<file path="config.mk">
export PLATFORM = sky130hd
export DESIGN_NAME = ysyx_23060278_ifu
export DESIGN_NICKNAME = d
export VERILOG_FILES = /design/src/rtl/ysyx_23060278_ifu_pkg.sv /design/src/rtl/ysyx_23060278_ifu_pc_gen.sv /design/src/rtl/ysyx_23060278_ifu.sv
export SDC_FILE = /design/constraint.sdc
export NUM_CORES = 1
export LEC_CHECK = 0
export CAP_MARGIN = 40
export CORE_MARGIN = 8
export CORE_UTILIZATION = 30
export CTS_CLUSTER_DIAMETER = 80
export DETAILED_ROUTE_END_ITERATION = 16
export PLACE_DENSITY = 0.7
export SYNTH_ARGS = -nofsm -noshare
export SYNTH_HDL_FRONTEND = slang
export SYNTH_HIERARCHICAL = 1
export SYNTH_SLANG_ARGS = --single-unit
</file>
<file path="constraint.sdc">
create_clock -name clk -period 5.38 [get_ports clk]
set_input_delay 1.345 -clock clk [delete_from_list [all_inputs] [get_ports clk]]
set_output_delay 1.345 -clock clk [all_outputs]
set_load 0.05 [all_outputs]
</file>
<file path="src/rtl/ysyx_23060278_ifu_pkg.sv">
// Shared definitions for the instruction fetch unit: FSM encodings, reset PC, NOP word and
// the PC alignment helper.
package ysyx_23060278_ifu_pkg;

  typedef enum logic [1:0] {
    ST_REQ  = 2'b00,
    ST_WAIT = 2'b01,
    ST_HOLD = 2'b10
  } ifu_state_e;

  localparam logic [31:0] IFU_RESET_PC = 32'h8000_0000;
  localparam logic [31:0] IFU_NOP      = 32'h0000_0013;

  function automatic logic [31:0] pc_align(input logic [31:0] addr);
    return addr & 32'hFFFF_FFFC;
  endfunction

endpackage

</file>
<file path="src/rtl/ysyx_23060278_ifu_pc_gen.sv">
// PC register and next-PC selection (reset / redirect / pc+4 / hold).
// With IFU_MISALIGN_CHK_EN a misaligned redirect target leaves the PC unchanged; otherwise it is masked.
module ysyx_23060278_pc_gen
  import ysyx_23060278_ifu_pkg::*;
#(
  parameter logic [31:0] RESET_PC = IFU_RESET_PC
) (
  input  logic        clk,
  input  logic        rst,
  input  logic        i_redirect_en,
  input  logic [31:0] i_redirect_pc,
  input  logic        i_advance,
  output logic [31:0] o_pc
);

  logic [31:0] r_pc;
  logic [31:0] w_pc_next;

  // Redirect always wins over the sequential increment.
  always_comb begin
    w_pc_next = r_pc;
    if (i_redirect_en) begin
`ifdef IFU_MISALIGN_CHK_EN
      if (i_redirect_pc[1:0] == 2'b00) w_pc_next = i_redirect_pc;
`else
      w_pc_next = pc_align(i_redirect_pc);
`endif
    end else if (i_advance) begin
      w_pc_next = r_pc + 32'd4;
    end
  end

  always_ff @(posedge clk) begin
    if (rst) r_pc <= RESET_PC;
    else     r_pc <= w_pc_next;
  end

  assign o_pc = r_pc;

endmodule

</file>
<file path="src/rtl/ysyx_23060278_ifu.sv">
// Instruction fetch unit: REQ/WAIT/HOLD fetch FSM, one outstanding imem request, registered
// instruction buffer towards decode. IFU_MISALIGN_CHK_EN adds the sticky fetch_err halt.
module ysyx_23060278_ifu
  import ysyx_23060278_ifu_pkg::*;
#(
  parameter logic [31:0] RESET_PC = IFU_RESET_PC,
  parameter int          XLEN     = 32
) (
  input  logic            clk,
  input  logic            rst,
  output logic            imem_req_valid,
  input  logic            imem_req_ready,
  output logic [XLEN-1:0] imem_req_addr,
  input  logic            imem_resp_valid,
  input  logic [31:0]     imem_resp_data,
  output logic            inst_valid,
  input  logic            inst_ready,
  output logic [31:0]     inst,
  output logic [XLEN-1:0] inst_pc,
  input  logic            redirect_valid,
  input  logic [XLEN-1:0] redirect_pc
`ifdef IFU_MISALIGN_CHK_EN
  ,
  output logic            fetch_err
`endif
);

  ifu_state_e  r_state;
  ifu_state_e  w_state_next;
  logic        r_drop;
  logic        w_drop_next;
  logic [31:0] r_inst;
  logic        w_inst_load;
  logic        w_advance;
  logic        w_req_valid;
  logic        w_inst_valid;
  logic [31:0] w_pc;
  logic        w_halt;
  logic        w_bad_redirect;

`ifdef IFU_MISALIGN_CHK_EN
  logic r_fetch_err;

  always_ff @(posedge clk) begin
    if (rst)                 r_fetch_err <= 1'b0;
    else if (w_bad_redirect) r_fetch_err <= 1'b1;
  end

  assign w_halt         = r_fetch_err;
  assign w_bad_redirect = redirect_valid && (redirect_pc[1:0] != 2'b00) && !r_fetch_err;
  assign fetch_err      = r_fetch_err;
`else
  assign w_halt         = 1'b0;
  assign w_bad_redirect = 1'b0;
`endif

  ysyx_23060278_pc_gen #(
    .RESET_PC(RESET_PC)
  ) u_pc_gen (
    .clk          (clk),
    .rst          (rst),
    .i_redirect_en(redirect_valid),
    .i_redirect_pc(redirect_pc),
    .i_advance    (w_advance),
    .o_pc         (w_pc)
  );

  always_comb begin
    w_state_next = r_state;
    w_drop_next  = r_drop;
    w_inst_load  = 1'b0;
    w_advance    = 1'b0;
    w_req_valid  = 1'b0;
    w_inst_valid = 1'b0;
    case (r_state)
      ST_REQ: begin
        w_req_valid = !w_halt && !w_bad_redirect;
        // A redirect in the accept cycle still lets the old request go; its response is dropped.
        if (w_req_valid && imem_req_ready) begin
          w_state_next = ST_WAIT;
          w_drop_next  = redirect_valid;
        end
      end
      ST_WAIT: begin
        if (imem_resp_valid) begin
          w_drop_next = 1'b0;
          if (r_drop || redirect_valid) begin
            w_state_next = ST_REQ;
          end else begin
            w_inst_load  = 1'b1;
            w_state_next = ST_HOLD;
          end
        end else if (redirect_valid) begin
          w_drop_next = 1'b1;
        end
      end
      ST_HOLD: begin
        w_inst_valid = 1'b1;
        if (inst_ready) begin
          w_advance    = !redirect_valid;
          w_state_next = ST_REQ;
        end else if (redirect_valid) begin
          w_state_next = ST_REQ;
        end
      end
      default: begin
        w_state_next = ST_REQ;
        w_drop_next  = 1'b0;
      end
    endcase
    if (w_bad_redirect) begin
      w_state_next = ST_REQ;
      w_drop_next  = 1'b0;
      w_inst_load  = 1'b0;
      w_advance    = 1'b0;
    end
  end

  always_ff @(posedge clk) begin
    if (rst) begin
      r_state <= ST_REQ;
      r_drop  <= 1'b0;
      r_inst  <= 32'd0;
    end else begin
      r_state <= w_state_next;
      r_drop  <= w_drop_next;
      if (w_inst_load) r_inst <= imem_resp_data;
    end
  end

  assign imem_req_valid = w_req_valid && !rst;
  assign imem_req_addr  = w_pc;
  assign inst_valid     = w_inst_valid && !rst;
  assign inst           = r_inst;
  assign inst_pc        = w_pc;

endmodule

</file>
==> results of run 1 <==
-- layer usage --
| metal | GRT usage | vias to the layer above | part of all wire |
|---|---|---|---|
| met2 | 0.212 | 112 | 0.46 |
| met5 | 0 | - | 0 |
| met1 | 0.159 | 1463 | 0.46 |
| li1 | - | 1577 | - |
| met4 | 0.0446 | 0 | 0.012 |
| met3 | 0.0438 | 11 | 0.064 |
-- stage by stage --
step / power, uW / util / std cells / cell area, um^2 / hold WS (ps)
floorplan: 754 / - / 398 / 3520 / 474
global placement: 867 / 0.438 / 654 / 5000 / 458
detailed placement: 871 / 0.438 / 654 / 5000 / 464
CTS: 1510 / 0.466 / 670 / 5330 / 478
global route: 1550 / 0.466 / 670 / 5330 / 488
finish: 1490 / 0.466 / 670 / 5330 / 473
-- worst paths after layout --
check	start	end	slack [ps]	cells past startpoint
max	rst	imem_req_valid	1510	3
min	inst[2]	inst[2]	470	2
max reg2reg	r_state[0]	u_pc_gen/o_pc[29]	2920	9
min reg2reg	inst[2]	inst[2]	470	2
-- Yosys cell counts --
library cell	n	area [um^2]
sky130_fd_sc_hd__ha_1	1	12.5
sky130_fd_sc_hd__dfxtp_1	65	1300
sky130_fd_sc_hd__or2_0	1	6.26
sky130_fd_sc_hd__nand2b_1	65	407
sky130_fd_sc_hd__a311oi_1	2	17.5
sky130_fd_sc_hd__inv_1	3	11.3
sky130_fd_sc_hd__nand2b_2	1	8.76
sky130_fd_sc_hd__a2111oi_0	1	8.76
sky130_fd_sc_hd__buf_6	3	33.8
sky130_fd_sc_hd__nor4_1	6	37.5
sky130_fd_sc_hd__a21oi_1	12	60.1
sky130_fd_sc_hd__or3_1	2	12.5
sky130_fd_sc_hd__o22a_1	2	17.5
sky130_fd_sc_hd__buf_4	35	263
sky130_fd_sc_hd__nor3b_1	2	15.0
sky130_fd_sc_hd__buf_1	1	3.75
sky130_fd_sc_hd__xnor2_1	7	61.3
sky130_fd_sc_hd__and3_1	7	43.8
sky130_fd_sc_hd__nand2_1	16	60.1
sky130_fd_sc_hd__nor4_4	1	21.3
sky130_fd_sc_hd__nand4_1	19	119
sky130_fd_sc_hd__clkbuf_1	15	56.3
sky130_fd_sc_hd__and2_0	1	6.26
sky130_fd_sc_hd__nor3_1	8	40.0
sky130_fd_sc_hd__and2_1	2	12.5
sky130_fd_sc_hd__and4_1	2	17.5
sky130_fd_sc_hd__conb_1	1	3.75
sky130_fd_sc_hd__nand3_1	6	30.0
sky130_fd_sc_hd__xor2_1	18	158
sky130_fd_sc_hd__o21ai_0	4	20.0
sky130_fd_sc_hd__clkinv_1	1	3.75
sky130_fd_sc_hd__mux2i_1	36	360
sky130_fd_sc_hd__nor2_1	30	113
sky130_fd_sc_hd__nand4_4	1	21.3
sky130_fd_sc_hd__nor2b_1	2	12.5
sky130_fd_sc_hd__o21bai_1	1	7.51
sky130_fd_sc_hd__a211oi_1	16	120
sky130_fd_sc_hd__or4_4	1	11.3
-- cells by family after synthesis --
group	after synthesis
flops	65
xor+xnor	25
other cells	1
fa+ha+maj	1
mux	36
simple gates	173
buf+inv	58
compound gates	38
-- where the power goes --
| group | internal, uW | switching [uW] | total (uW) |
|---|---|---|---|
| combinational | 133 | 192 | 325 |
| sequential | 503 | 30.6 | 534 |
| clock | 422 | 206 | 628 |
| total | 1060 | 429 | 1490 |
-- state kept, by name (all words and copies together), names as in the netlist --
signal	cells
r_state	2
u_pc_gen/o_pc	30
inst	32
r_drop	1
-- worst register-to-register path: cells and delay by family, from the launching register on --
kind                      cells  cell delay [ps]
and+or+nand+nor               5             1140
buffers and inverters         2              430
AOI/OAI and AO/OA             1              250
xor gates and xnor gates      1              170
DFF                           1              380
-- final cells by class --
type / count / area share
Multi-Input combinational cell: 275 / 0.348
Clock inverter: 1 / 0.00564
Inverter: 4 / 0.00282
Timing Repair Buffer: 167 / 0.310
Tap cell: 143 / 0.0336
Clock buffer: 15 / 0.0559
Sequential cell: 65 / 0.244
==> results.txt, run 1 <==
- Unique masters post-synth: 38
- Share of the synthesized netlist area taken by xor and xnor gates: 0.0623
* Cts bufs inserted: 9
* Width of the chip: 124 um
- For this configuration, the core starts out at a cell density of 0.308.
* Crit path max-delay family: buffers and inverters
- The number of setup buffers added after CTS is 0.
- Required time at the worst-slack endpoint: 4030 ps
- The die covers 15400 um^2.
- Setup WS pre-CTS: 1490 ps
- The number of max-slew violations in the final report was 0.
- The number of antenna violations at the first check in global routing was 0.
- Gp weighted congestion: 0.776
- CP Class: in2out
- Clock tree from TritonCTS: built
* Floorplan core area: 11400 um^2
- Source-to-sink clock delay at the later pin of the worst-skew pair: 320 ps
- Commonest non-fill, non-tap cell in the layout: sky130_fd_sc_hd__clkdlybuf4s50_1
- The H-tree generated during clock tree synthesis spans 3 levels.
- The repair_antennas step left the layout with diodes totalling 0.
* Average footprint of a synthesized cell: 8.85 um^2
* Final-layout setup total negative slack: 0 ps
- Worst slew pin tran: 784 ps
- Clk root buf: sky130_fd_sc_hd__clkbuf_16
- Final worst slack: 1510 ps
* Largest net degree at the start of global routing: 93
- Critical Path Sink Type: output port
- Area of all sequential standard cells: 1300 um^2
- For this design the top-level I/O count stands at 168.
- Setup repair after global routing left no endpoint under its margin.
* Final Hold Viols: 0
- Number of violations reported at the end of detailed-routing iteration 0: 168
- First-pass DRT Iterations: 4
- The detail route stage leaves a number of antenna-violating nets equal to 0.
* Final Setup Violations: 0
- From bottom edge to top edge, the die measures 124 um.
- Total number of vias: 3163
- Max FO, Critical Path: 10
* Post-CTS clock slew at the launch and capture registers of the worst setup and hold paths: 50 ps
* Critical Path Slowest Stage Cell: sky130_fd_sc_hd__clkdlybuf4s50_1
* Post-synthesis cell count: 397
- Number of synthesized register bits: 65
- Dividing total power by cell area gives a power density of 279 nW/um^2.
- Counting I/O delays and the setup requirement, the final critical path takes 3870 ps.
- GRT Residual Overflow: 0
* Kind of start point of the critical path: primary input
* Standard-cell rows: 39
- The path class of the tightest hold or removal check is reg2reg.
* Buffers plus inverters on the worst setup path: 2
- Static timing analysis puts the maximum clock frequency at 0.259 GHz.
- Arithmetic-cell share of the synthesized area counting full adders, half adders and majority gates: 0.00356
* Via/cell ratio: 4.72
- Highest cell delay on the worst timing path: 830 ps
- Highest-count cells in the layout ignoring fill and taps: 160 x sky130_fd_sc_hd__clkdlybuf4s50_1, 65 x sky130_fd_sc_hd__nand2b_1, 65 x sky130_fd_sc_hd__dfxtp_1
- Summing every instance area after synthesis gives 3510 um^2.
- The synthesized-area fraction occupied by ao, oa, aoi and oai cells was 0.0716.
- Post-synthesis mux area share: 0.103
* Final critical-path share of the clock period: 0.719
- Headroom to the max-slew limit came out at 0.473.
- Counting along the longest clock path gives a buffer depth of 2.
- Port Buffers: 161
* Detailed Route WL: 10.5 mm
* Number of nets in the layout: 593
* All-Layer GR Usage: 0.131
- Area delta synth->final: 51.5%
- For this run, the number of Yosys warnings is 6.
* Fraction of the yosys area taken by sequential cells: 0.370
- Leakage power figure: 0.00186 uW
- Arr. time, crit path: 2520 ps
- The signal on the critical path passes through buf_2 -> nor3_1 -> clkdlybuf4s50_1.
- Worst clock skew: 4.83 ps
- Layout cell share with drive strength beyond 1: 0.0512
* Main combinational cell family by area after synthesis: simple AND/OR/NAND/NOR gates
- Across the VDD grid, the largest voltage drop is 129 uV.
* CTS Hold Bufs: 0
- Detail Placement HPWL: 7.61 mm
* Global-route wire length before repair: 17.0 mm
- Counting every sink on the clock net gives 65.
* Result of the run: finished, final reports clean
- The multi-input combinational cells in the finished layout cover a total of 1850 um^2.
- Final-layout fill cell count: 1144
- Residual DRC: 0
- Of the total synthesized cell area, the portion taken by AND, OR, NAND and NOR gates is 0.283.
- Across the run, the number of max-cap violations was 0.
* Detail-routed net length per standard cell: 15.7 um
- The number of global-route vias before repair came to 3293.
- In this run, post-CTS repair resized a total of 0 instances.
No activity file was read; power rests on OpenSTA's default activity.
==> run 2: changes to the inputs <==
- PLACE_DENSITY: 0.7 -> 0.72
- clock period: 5.38 -> 3.3 ns (I/O delays scaled with it)
==> results.txt, run 2 (same netlist as run 1, synthesis figures left out) <==
* GR peak layer: met2
* Global-route wire length before repair: 17.1 mm (+0.12%)
* Boundary Pins: 168 (unchanged)
- The final core area utilization was 0.466 (about the same).
- Power density over the cells: 445 nW/um^2 (+59%)
- The floorplan die width was 124 um (unchanged).
- STA classifies the critical path endpoint as a flip-flop.
- Worst clock skew: 4.38 ps (-0.448 ps)
* Highest ir drop seen on vdd: 208 uV (+61%)
- The leakage power of the design is 0.00186 uW (about the same).
- The worst-path maximum fanout is 7 (-3).
* CP Class: in2reg
- Cts bufs inserted: 9 (unchanged)
- The maximum number of pins on one net before global-route repair is 75 (-19%).
- Final Setup Violations: 0 (unchanged)
- Achievable clock frequency: 0.370 GHz
- Layout cell share with drive strength beyond 1: 0.0568 (+0.00558)
- Total area of multi-input combinational cells: 1850 um^2 (unchanged)
* Result of the run: finished, final reports clean
* Time the final worst path needs with I/O delays and setup: 2710 ps
- The count of buffers inserted at the top-level ports came to 161 (unchanged).
- Clock tree from TritonCTS: built
- The area of the core region came to 11400 um^2 (unchanged).
* Final Max Tran Viols: 0 (unchanged)
- Dividing the final minimum period by the clock period gives 0.820.
- Diodes inserted: 0 (unchanged)
- Final-layout fill cell count: 1098 (-4.0%)
- The post-detailed-route count of antenna-violating nets came to 0 (unchanged).
- Class of the most critical hold timing path: reg2reg
* Worst slew pin tran: 821 ps (+36.7 ps)
- The buffer count from post-CTS setup fixing came to 0 (unchanged).
* Detailed Route WL: 10.5 mm (-0.22%)
* Setup WS pre-CTS: 280 ps (-1210 ps)
- Standard-cell rows: 39 (unchanged)
- Met3 usage: 0.0477 (+0.00383)
- The number of antenna violations at the first check in global routing was 0 (unchanged).
* Starting density of the core: 0.308 (unchanged)
* All-Layer GR Usage: 0.132 (+0.00113)
- Total number of vias: 3191 (+0.89%)
* Clk root buf: sky130_fd_sc_hd__clkbuf_16
- The number of instances resized during post-cts repair was 0 (unchanged).
* Number of levels in the clock H-tree: 3 (unchanged)
* CTS Hold Bufs: 0 (unchanged)
- GRT Residual Overflow: 0 (unchanged)
- Setup repair after global routing left no endpoint under its margin.
- Area delta synth->final: 51.4% (about the same)
* Count of maximum capacitance violations: 0 (unchanged)
* Detail Placement HPWL: 7.76 mm (+2.0%)
* Required time at the worst-slack endpoint: 3540 ps (-490 ps)
- Design Area, Final: 5320 um^2 (about the same)
* Via/cell ratio: 4.76 (+0.73%)
- Commonest non-fill, non-tap cell in the layout: sky130_fd_sc_hd__clkdlybuf4s50_1
- Detail-routed net length per standard cell: 15.6 um (-0.37%)
- Final-layout setup total negative slack: 0 ps (unchanged)
- The number of design rule violations left after detail routing is 0 (unchanged).
- The largest buffer count on any clock path is 2 (unchanged).
- Global-route met2 utilization: 0.210 (-0.00220)
- Final Hold Viols: 0 (unchanged)
- Post-CTS clock slew at the launch and capture registers of the worst setup and hold paths: 50 ps (about the same)
- Kind of start point of the critical path: primary input
* Final worst slack: 595 ps (-917 ps)
- Number of violations reported at the end of detailed-routing iteration 0: 187 (+11%)
* Floorplan die area: 15400 um^2 (unchanged)
* Y dimension of the die: 124 um (unchanged)
* Number of placed cells counting well taps: 655 (+0.15%)
- The endpoint arrival time on the critical path is 2940 ps (+420 ps).
* Headroom to the max-slew limit: 0.448 (-0.0247)
- The register area came to 1300 um^2 (unchanged).
- The cell area reported after detailed placement came to 5010 um^2 (+0.30%).
- Source-to-sink clock delay at the later pin of the worst-skew pair: 320 ps (about the same)
- Count of clock tree sinks: 65 (unchanged)
* Gp weighted congestion: 0.779 (+0.44%)
- The flip-flop count of the largest register, all copies and words added came to 32 (unchanged).
* First-pass DRT Iterations: 4 (unchanged)
* Number of nets in the layout: 594 (+0.17%)
- Number of global-route vias before repair: 3274 (-0.58%)
* Met1 GRT Util: 0.160 (+0.00112)
- Final instance count without filler cells: 671 (+0.15%)
* Highest-count cells in the layout ignoring fill and taps: 158 x sky130_fd_sc_hd__clkdlybuf4s50_1, 65 x sky130_fd_sc_hd__nand2b_1, 65 x sky130_fd_sc_hd__dfxtp_1
-- run 2: changes by cell type in the layout (fill, tap and decap cells not counted), sizes merged --
cell           previous run  this run
buf                       7        10
clkbuf                   15        12
clkdlybuf4s50           160       158
clkinv                    1         3
clkinvlp                  0         1
-- run 2: final timing paths --
kind	cells after the start	slack, ps	end	start
hold reg to reg	2	470	inst[20]	inst[20]
setup reg to reg	8	950	u_pc_gen/o_pc[27]	r_state[0]
setup / recovery	8	590	u_pc_gen/o_pc[27]	inst_ready
hold / removal	2	470	inst[20]	inst[20]
-- run 2: area by class of cell --
class	count	area share
well taps	143	0.0336
multi-input cells	275	0.348
clock buffers	12	0.0482
repair buffers	168	0.313
flip-flops and latches	65	0.245
inverters	4	0.00282
clock inverters	4	0.00964
-- run 2: through the flow --
| step | total power [uW] | hold WS [ps] |
|---|---|---|
| 3_5_place_dp | 1420 | 461 |
| 5_1_grt | 2470 | 488 |
| 2_1_floorplan | 1230 | 474 |
| 3_3_place_gp | 1420 | 457 |
| 4_1_cts | 2410 | 474 |
| 6_report | 2370 | 470 |
-- run 2: worst max-delay path: stages --
cell,delay [ps]
sky130_fd_sc_hd__clkdlybuf4s50_1,490
sky130_fd_sc_hd__nor3b_2,250
sky130_fd_sc_hd__nand4_1,290
sky130_fd_sc_hd__nor4_1,380
sky130_fd_sc_hd__buf_4,220
sky130_fd_sc_hd__nand3_1,90
sky130_fd_sc_hd__xor2_1,160
sky130_fd_sc_hd__a211oi_1,230
-- run 2: power breakdown --
part           internal [uW]  leakage, uW  switching [uW]
logic                    219      0.00118             315
registers                820     0.000532            48.9
clock network            626     0.000149             340
-- run 2: routing by layer --
layer / routed length [um] / part of all wire
met3: 765 / 0.073
met4: 136 / 0.013
met2: 4810 / 0.46
met5: 0 / 0
met1: 4780 / 0.46
